`config.mk`:
```
export PLATFORM = sky130hd
export DESIGN_NAME = freq_meter
export DESIGN_NICKNAME = d
export VERILOG_FILES = /design/src/rtl/freq_meter_pkg.sv /design/src/rtl/freq_meter_sig_sync_edge.sv /design/src/rtl/freq_meter.sv
export SDC_FILE = /design/constraint.sdc
export NUM_CORES = 1
export LEC_CHECK = 0
export ABC_AREA = 1
export BUFFER_PORTS_ARGS = -buffer_cell sky130_fd_sc_hd__buf_2
export CAP_MARGIN = 10
export CORE_UTILIZATION = 35
export CTS_CLUSTER_DIAMETER = 60
export DETAILED_ROUTE_END_ITERATION = 8
export GPL_TIMING_DRIVEN = 0
export PLACE_DENSITY_LB_ADDON = 0.25
export SLEW_MARGIN = 20
export SYNTH_ARGS = -nofsm -noshare
export SYNTH_HDL_FRONTEND = slang
export SYNTH_SLANG_ARGS = --single-unit
export TNS_END_PERCENT = 10
```
`constraint.sdc`:
```
create_clock -name clki -period 3 [get_ports clki]
set_input_delay 0.75 -clock clki [delete_from_list [all_inputs] [get_ports clki]]
set_output_delay 0.75 -clock clki [all_outputs]
set_load 0.02 [all_outputs]
```
`src/rtl/freq_meter_pkg.sv`:
```
// Shared constants and state encoding for the frequency meter and its
// neighbour, the clock divider.
package freq_meter_pkg;

  localparam int unsigned DEF_GATE_CYCLES = 50000000;
  localparam int unsigned DEF_CW          = 27;

  typedef enum logic [1:0] {
    ST_IDLE = 2'd0,
    ST_ARM  = 2'd1,
    ST_GATE = 2'd2,
    ST_DONE = 2'd3
  } state_e;

endpackage

```
`src/rtl/freq_meter_sig_sync_edge.sv`:
```
// Two-flop synchronizer for an asynchronous input, followed by an edge flop
// that yields a one-cycle pulse on each synchronized rising edge.
module sig_sync_edge (
  input  logic clki,
  input  logic rst,
  input  logic d,
  output logic rise
);

  logic s1_q, s1_d;
  logic s2_q, s2_d;
  logic s3_q, s3_d;

  always_comb begin
    s1_d = d;
    s2_d = s1_q;
    s3_d = s2_q;
  end

  always_ff @(posedge clki) begin
    if (rst) begin
      s1_q <= 1'b0;
      s2_q <= 1'b0;
      s3_q <= 1'b0;
    end else begin
      s1_q <= s1_d;
      s2_q <= s2_d;
      s3_q <= s3_d;
    end
  end

  assign rise = s2_q & ~s3_q;

endmodule

```
`src/rtl/freq_meter.sv`:
```
// Gated edge counter: counts synchronized rising edges of sig_in over a window
// of GATE_CYCLES clki cycles and publishes the count on freq.
module freq_meter
  import freq_meter_pkg::*;
#(
  parameter int unsigned GATE_CYCLES = DEF_GATE_CYCLES,
  parameter int unsigned CW          = DEF_CW
) (
  input  logic          clki,
  input  logic          rst,
  input  logic          sig_in,
  input  logic          start,
  input  logic          cont,
  output logic [CW-1:0] freq,
  output logic          freq_valid,
  output logic          overflow,
  output logic          busy
);

  localparam int unsigned GW = $clog2(GATE_CYCLES);

  logic rise;

  state_e        state_q, state_d;
  logic [GW-1:0] gate_cnt_q, gate_cnt_d;
  logic [CW-1:0] edge_cnt_q, edge_cnt_d;
  logic          ovf_int_q, ovf_int_d;
  logic [CW-1:0] freq_q, freq_d;
  logic          overflow_q, overflow_d;
  logic          freq_valid_q, freq_valid_d;
  logic          busy_q, busy_d;

  sig_sync_edge u_sync (
    .clki (clki),
    .rst  (rst),
    .d    (sig_in),
    .rise (rise)
  );

  // Next state, counters and result capture.
  always_comb begin
    state_d    = state_q;
    gate_cnt_d = gate_cnt_q;
    edge_cnt_d = edge_cnt_q;
    ovf_int_d  = ovf_int_q;
    freq_d     = freq_q;
    overflow_d = overflow_q;

    case (state_q)
      ST_IDLE: begin
        if (start || cont) state_d = ST_ARM;
      end
      ST_ARM: begin
        gate_cnt_d = '0;
        edge_cnt_d = '0;
        ovf_int_d  = 1'b0;
        state_d    = ST_GATE;
      end
      ST_GATE: begin
        gate_cnt_d = gate_cnt_q + GW'(1);
        if (rise) begin
          if (edge_cnt_q == {CW{1'b1}}) ovf_int_d = 1'b1;
          else                          edge_cnt_d = edge_cnt_q + CW'(1);
        end
        // Result is captured on entry to DONE so freq is already valid
        // during the freq_valid cycle; the final-cycle rise is included.
        if (gate_cnt_q == GW'(GATE_CYCLES - 1)) begin
          state_d    = ST_DONE;
          freq_d     = edge_cnt_d;
          overflow_d = ovf_int_d;
        end
      end
      ST_DONE: begin
        state_d = cont ? ST_ARM : ST_IDLE;
      end
      default: state_d = ST_IDLE;
    endcase

    freq_valid_d = (state_d == ST_DONE);
    busy_d       = (state_d != ST_IDLE);
  end

  always_ff @(posedge clki) begin
    if (rst) begin
      state_q      <= ST_IDLE;
      gate_cnt_q   <= '0;
      edge_cnt_q   <= '0;
      ovf_int_q    <= 1'b0;
      freq_q       <= '0;
      overflow_q   <= 1'b0;
      freq_valid_q <= 1'b0;
      busy_q       <= 1'b0;
    end else begin
      state_q      <= state_d;
      gate_cnt_q   <= gate_cnt_d;
      edge_cnt_q   <= edge_cnt_d;
      ovf_int_q    <= ovf_int_d;
      freq_q       <= freq_d;
      overflow_q   <= overflow_d;
      freq_valid_q <= freq_valid_d;
      busy_q       <= busy_d;
    end
  end

  assign freq       = freq_q;
  assign freq_valid = freq_valid_q;
  assign overflow   = overflow_q;
  assign busy       = busy_q;

endmodule

```
Word-level counts from Yosys, hierarchy flattened
Index checks and enable logic that the tools add are counted.

storage, ports and cells
  register bits after elaboration = 89
  input port bits = 5

operators by class
  $add $sub $neg = 2
  equality and inequality tests = 6
  mux-type cells = 11
  bitwise logic cells = 2
  reductions and logical operators = 5

operator list
  cell                     count
  $mux W27                 2
  $pmux W27 S2             1
  $pmux W26 S2             1
  $add A27 B1 Y27 const B  1
  $eq A27 B27 Y1 const B   1
  $add A26 B1 Y26 const B  1
  $eq A26 B26 Y1 const B   1
  $pmux W2 S4              1
  $eq A2 B2 Y1 const B     3
  $mux W2                  2
  $reduce_bool A2 Y1       2
  $mux W1                  3
  $eq A2 B1 Y1 const B     1
  $logic_not A2 Y1         1
  $pmux W1 S2              1
  $reduce_and A2 Y1        1
  $and A1 B1 Y1            1
  $logic_or A1 B1 Y1       1
  $not A1 Y1               1

Depth between registers and ports, before layout
  depth in word-level cells = 4
  depth in mapped cells = 13

Hierarchy
Synthesis repeated with hierarchy kept, for this count alone.

second synthesis, totals
  cells, all modules = 743
  area total of the unflattened synthesis = 4803.4 µm²

modules (own cells, without submodules)
  module         instances  cells an instance  area each (µm²)
  freq_meter     1          733                4717.0
  sig_sync_edge  1          10                 86.3

Worst setup path after synthesis
Ideal clock, no wire load.

  kind = reg2reg
  start point = register edge_cnt_q[1]
  end point = register freq_q[1] (netlist: freq[1])
  setup time = 113 ps
  arrival time = 1623 ps
  setup slack = 1264 ps
  cell stages (with the launch flop) = 12
  clock period less this slack = 1736 ps
  cells stage by stage = dfxtp_1 ha_1 inv_1 nor2_4 nand2_4 nor2_8 nand3_4 buf_2 nand3_1 nand2_1 o21ai_1 inv_1

between the ends
  longest elaborated chain between the ends = 3
  elaborated cells on any way between the ends = 4
  those cells by class = 1 x add/sub; 1 x eq/ne; 2 x mux

ends and longest elaborated chain
  item                                               RTL line                            source
  start: declaration                                 freq_meter.sv:26                    logic [CW-1:0] edge_cnt_q, edge_cnt_d;
  start signal: assignment                           freq_meter.sv:96                    edge_cnt_q <= edge_cnt_d;
  $add A27 B1 Y27 or $eq A27 B27 Y1 (tied branches)  freq_meter.sv:63, freq_meter.sv:62
  $mux W27                                           freq_meter.sv:62                    if (edge_cnt_q == {CW{1'b1}}) ovf_int_d = 1'b1;
  $mux W27 *                                         freq_meter.sv:61                    if (rise) begin
  end signal: assignment                             freq_meter.sv:98                    freq_q <= freq_d;
  end: declaration                                   freq_meter.sv:28                    logic [CW-1:0] freq_q, freq_d;

Every way passes the cells marked *; elsewhere a longest branch is shown, timed or not.
A chain may end at the register's enable or synchronous reset.

Final worst setup path
  start point = register state_q[0]
  end point = register gate_cnt_q[20]

between the ends
  longest elaborated chain between the ends = 2
  elaborated cells on any way between the ends = 4
  those cells by class = 2 x eq/ne; 1 x mux; 1 x reduce/logical

ends and longest elaborated chain
  item                                                RTL line          source
  start: declaration                                  freq_meter.sv:24  state_e state_q, state_d;
  start signal: assignment                            freq_meter.sv:94  state_q <= state_d;
  $eq A2 B2 Y1 or $eq A2 B1 Y1 (tied branches)        freq_meter.sv:49  case (state_q)
  $pmux W26 S2 or $reduce_bool A2 Y1 (tied branches)  n/a
  end signal: assignment                              freq_meter.sv:95  gate_cnt_q <= gate_cnt_d;
  end: declaration                                    freq_meter.sv:25  logic [GW-1:0] gate_cnt_q, gate_cnt_d;

Parallel ways exist; a longest one is shown, timed or not.

==> results.sh <==
export IMPL_hold_viol=0
export IMPL_tritoncts_num_buffers=9
export IMPL_die_h_microns=117
export IMPL_p_clk_share_pct=39.0
export IMPL_slowest_stage="clkbuf_1"
export IMPL_synth_compound_area_share_pct=11.7
export IMPL_syn_nets=720
export IMPL_globalRouteOverflowTotal=0
export IMPL_hold_path_class="reg2reg"
export IMPL_met2_usage_pct=27.8
export IMPL_drt_iter0_drc=209
export IMPL_antenna_found_initial=0
export IMPL_netlist_area_sq_mm=0.00466
export IMPL_viasPerCell=4.70
export IMPL_finalClockSkew_ns=0.00890
export IMPL_worst_pin_slew_ns=0.692
export IMPL_synthSimpleGateAreaFrac_pct=36.6
export IMPL_hpwl_microns=8600
export IMPL_cp_required_ns=3.25
export IMPL_firstDrtPassIters=4
export IMPL_drc_errors=0
export IMPL_htreeDepth=3
export IMPL_slew_headroom_pct=53.9
export IMPL_placementRows=41
export IMPL_post_route_util_pct=41.5
export IMPL_setup_tns_ns=0
export IMPL_grt_max_degree=17
export IMPL_synth_fa_ha_area_share_pct=1.34
export IMPL_ys_seq_elements=89
export IMPL_synth_ff_type="dfxtp_1"
export IMPL_clockBufferDepth=2
export IMPL_cts_hold_buf=0
export IMPL_timing_final_crit_share_pct=79.3
export IMPL_post_cts_buffers=0
export IMPL_finalPower_mw=2.74
export IMPL_ir_drop_uv=355
export IMPL_syn_inst=710
export IMPL_grt_usage_pct=17.7
export IMPL_r2r_slack_ns=0.62
export IMPL_place_port_buffers=33
export IMPL_swShare_pct=31.7
export IMPL_finalSetupViolCount=0
export IMPL_busiest_layer="met2"
export IMPL_cp_max_fo=10
export IMPL_synth_edf_count=0
export IMPL_synth_xor_area_share_pct=1.31
export IMPL_clk_latency_ns=0.36
export IMPL_fmax_mhz=420
export IMPL_nets=764
export IMPL_vias=4374
export IMPL_rsz0062_at_grt="no"
export IMPL_clock_sinks=89
export IMPL_syn_area_per_cell_sq_um=6.57
export IMPL_start_kind="register"
export IMPL_p_sw_mw=0.869
export IMPL_synth_top_family_by_area="simple AND/OR/NAND/NOR gates"
export IMPL_rr_worst_depth=7
export IMPL_diodes=0
export IMPL_worst_setup_path_end_kind="register"
export IMPL_arrival_ns=2.63
export IMPL_power_density_mw_per_mm2=515
export IMPL_cts_root_buffer="clkbuf_16"
export IMPL_die_area_sq_mm=0.0138
export IMPL_cts_tree="built"
export IMPL_die_w_microns=117
export IMPL_seqPwrFrac_pct=44.8
export IMPL_synthDistinctLibCells=40
export IMPL_cp_depth=7
export IMPL_power_share_combinational_pct=16.2
export IMPL_routed_wl_microns=11600
export IMPL_routedWlPerCell_microns=12.5
export IMPL_async_reset_ff_share_pct=0
export IMPL_cp_top_family="buffers and inverters"
export IMPL_ant_nets=0
export IMPL_min_period_ns=2.38
export IMPL_core_area_sq_mm=0.0128
export IMPL_total_leakage_power_nw=2.31
export IMPL_grt_pass1_wl_microns=19500
export IMPL_synthMuxAreaShare_pct=0
export IMPL_place_congestion=0.853
export IMPL_path_class="reg2reg"
export IMPL_grtUsageMet1_pct=23.6
export IMPL_p_int_mw=1.87
export IMPL_cp_num_buf_inv=3
export IMPL_syn2layout_area_growth_pct=14.1
export IMPL_num_io_pins=35
export IMPL_cts_resized=0
export IMPL_ys_seq_area_share_pct=38.2
export IMPL_yosys_warnings=0
export IMPL_maxCapViolCount=0
export IMPL_initial_utilization_pct=36.4
export IMPL_grt_pass1_vias=3978
export IMPL_grt_use_met3_pct=4.86
export IMPL_min_path_cells=2
export IMPL_outcome="finished, final reports clean"
export IMPL_slew_viol_final=0
export IMPL_clk_pin_slew_ns=0.07
export IMPL_path_cells="inv_1 -> ha_1 -> clkinv_1 -> o21ai_0 -> clkbuf_1 -> a21oi_1 -> o21a_1"
export IMPL_drive_above_1_share_pct=12.0
export IMPL_slowest_delay_ns=0.48
[cells in the mapped netlist (2+ instances only)]
cell type / count / area, sq um
ha_1: 5 / 62.6
a21oi_2: 2 / 17.5
a31oi_1: 3 / 18.8
o21ai_0: 21 / 105
nand4_1: 22 / 138
or2_2: 2 / 12.5
xnor2_1: 2 / 17.5
o21a_1: 3 / 22.5
xor2_1: 5 / 43.8
nand2_2: 4 / 25.0
a211oi_1: 3 / 22.5
a21oi_1: 43 / 215
nor2_4: 3 / 33.8
o21ai_1: 21 / 105
nand2_1: 178 / 668
nor3_1: 17 / 85.1
nor4_1: 2 / 12.5
and3_1: 2 / 12.5
buf_2: 6 / 30.0
inv_2: 5 / 18.8
clkbuf_1: 15 / 56.3
nor2_2: 3 / 18.8
nand3_1: 37 / 185
nor3_2: 2 / 20.0
buf_4: 3 / 22.5
dfxtp_1: 89 / 1780
nand3_2: 8 / 80.1
inv_1: 96 / 360
o211ai_1: 2 / 15.0
nor2_1: 96 / 360
[cell families after synthesis]
group	after synthesis
AND/OR/NAND/NOR	380
XOR/XNOR	7
buffers and inverters	128
adder cells (fa/ha/maj)	5
flip-flops	89
AO/OA/AOI/OAI	101
[final cells by class]
cell class / instances / area, sq um
Tap cell: 172 / 215
Clock buffer: 9 / 225
Fill cell: 1434 / 7500
Clock inverter: 7 / 52.6
Sequential cell: 89 / 1780
Multi-Input combinational cell: 493 / 2380
Timing Repair Buffer: 33 / 165
Inverter: 102 / 383
Buffer: 26 / 124
[state kept, by name, indices dropped and copies added (netlist names), 2 cells and up]
signal and cells:
gate_cnt_q 26, state_q 2, edge_cnt_q 27, freq 27
[worst register-to-register path: stages (launching register included)]
cell and delay, ns:
dfxtp_1 0.37, inv_1 0.09, ha_1 0.39, clkinv_1 0.39
o21ai_0 0.35, clkbuf_1 0.48, a21oi_1 0.09, o21a_1 0.13
[metal layers]
layer	vias up	routed length [microns]
met5	-	0
li1	2343	-
met2	68	5140
met1	1953	5860
met4	0	163
met3	10	446
[stage by stage]
stage                     setup slack, ns  hold WS [ns]  instances  cell area, sq um
after floorplan                      1.26         0.388        710              4660
after global routing                0.408         0.429        931              5320
after CTS                           0.618         0.404        931              5320
final                               0.621         0.404        931              5320
after detailed placement            0.657         0.395        915              5040
after global placement              0.641         0.390        915              5040
[layout by cell type, fill, tap and decap left out, drive strengths merged, types with 2 or more instances in the layout]
master    n
nand4    22
clkbuf   24
dfxtp    89
nand3    46
nand2   183
o21a      3
o21ai    42
and3      2
xnor2     2
nor3     19
o211ai    2
nor4      2
a211oi    3
ha        5
clkinv    4
a31oi     3
or2       3
a21oi    45
inv     104
buf      44
xor2      5
nor2    103
[final timing paths]
kind / from / end
worst max register to register: state_q[0] / gate_cnt_q[20]
worst min register to register: u_sync.s1_q / u_sync.s2_q
worst max-delay path: state_q[0] / gate_cnt_q[20]
worst min-delay path: u_sync.s1_q / u_sync.s2_q
[power by group through the flow]
stage	clock, mW	sequential [mW]	combinational (mW)
2_1_floorplan	0	1.27	0.268
3_3_place_gp	0	1.25	0.443
3_5_place_dp	0	1.25	0.444
4_1_cts	1.11	1.23	0.446
5_1_grt	1.16	1.23	0.493
6_report	1.07	1.23	0.444
Power figures use the tool's default switching activity.
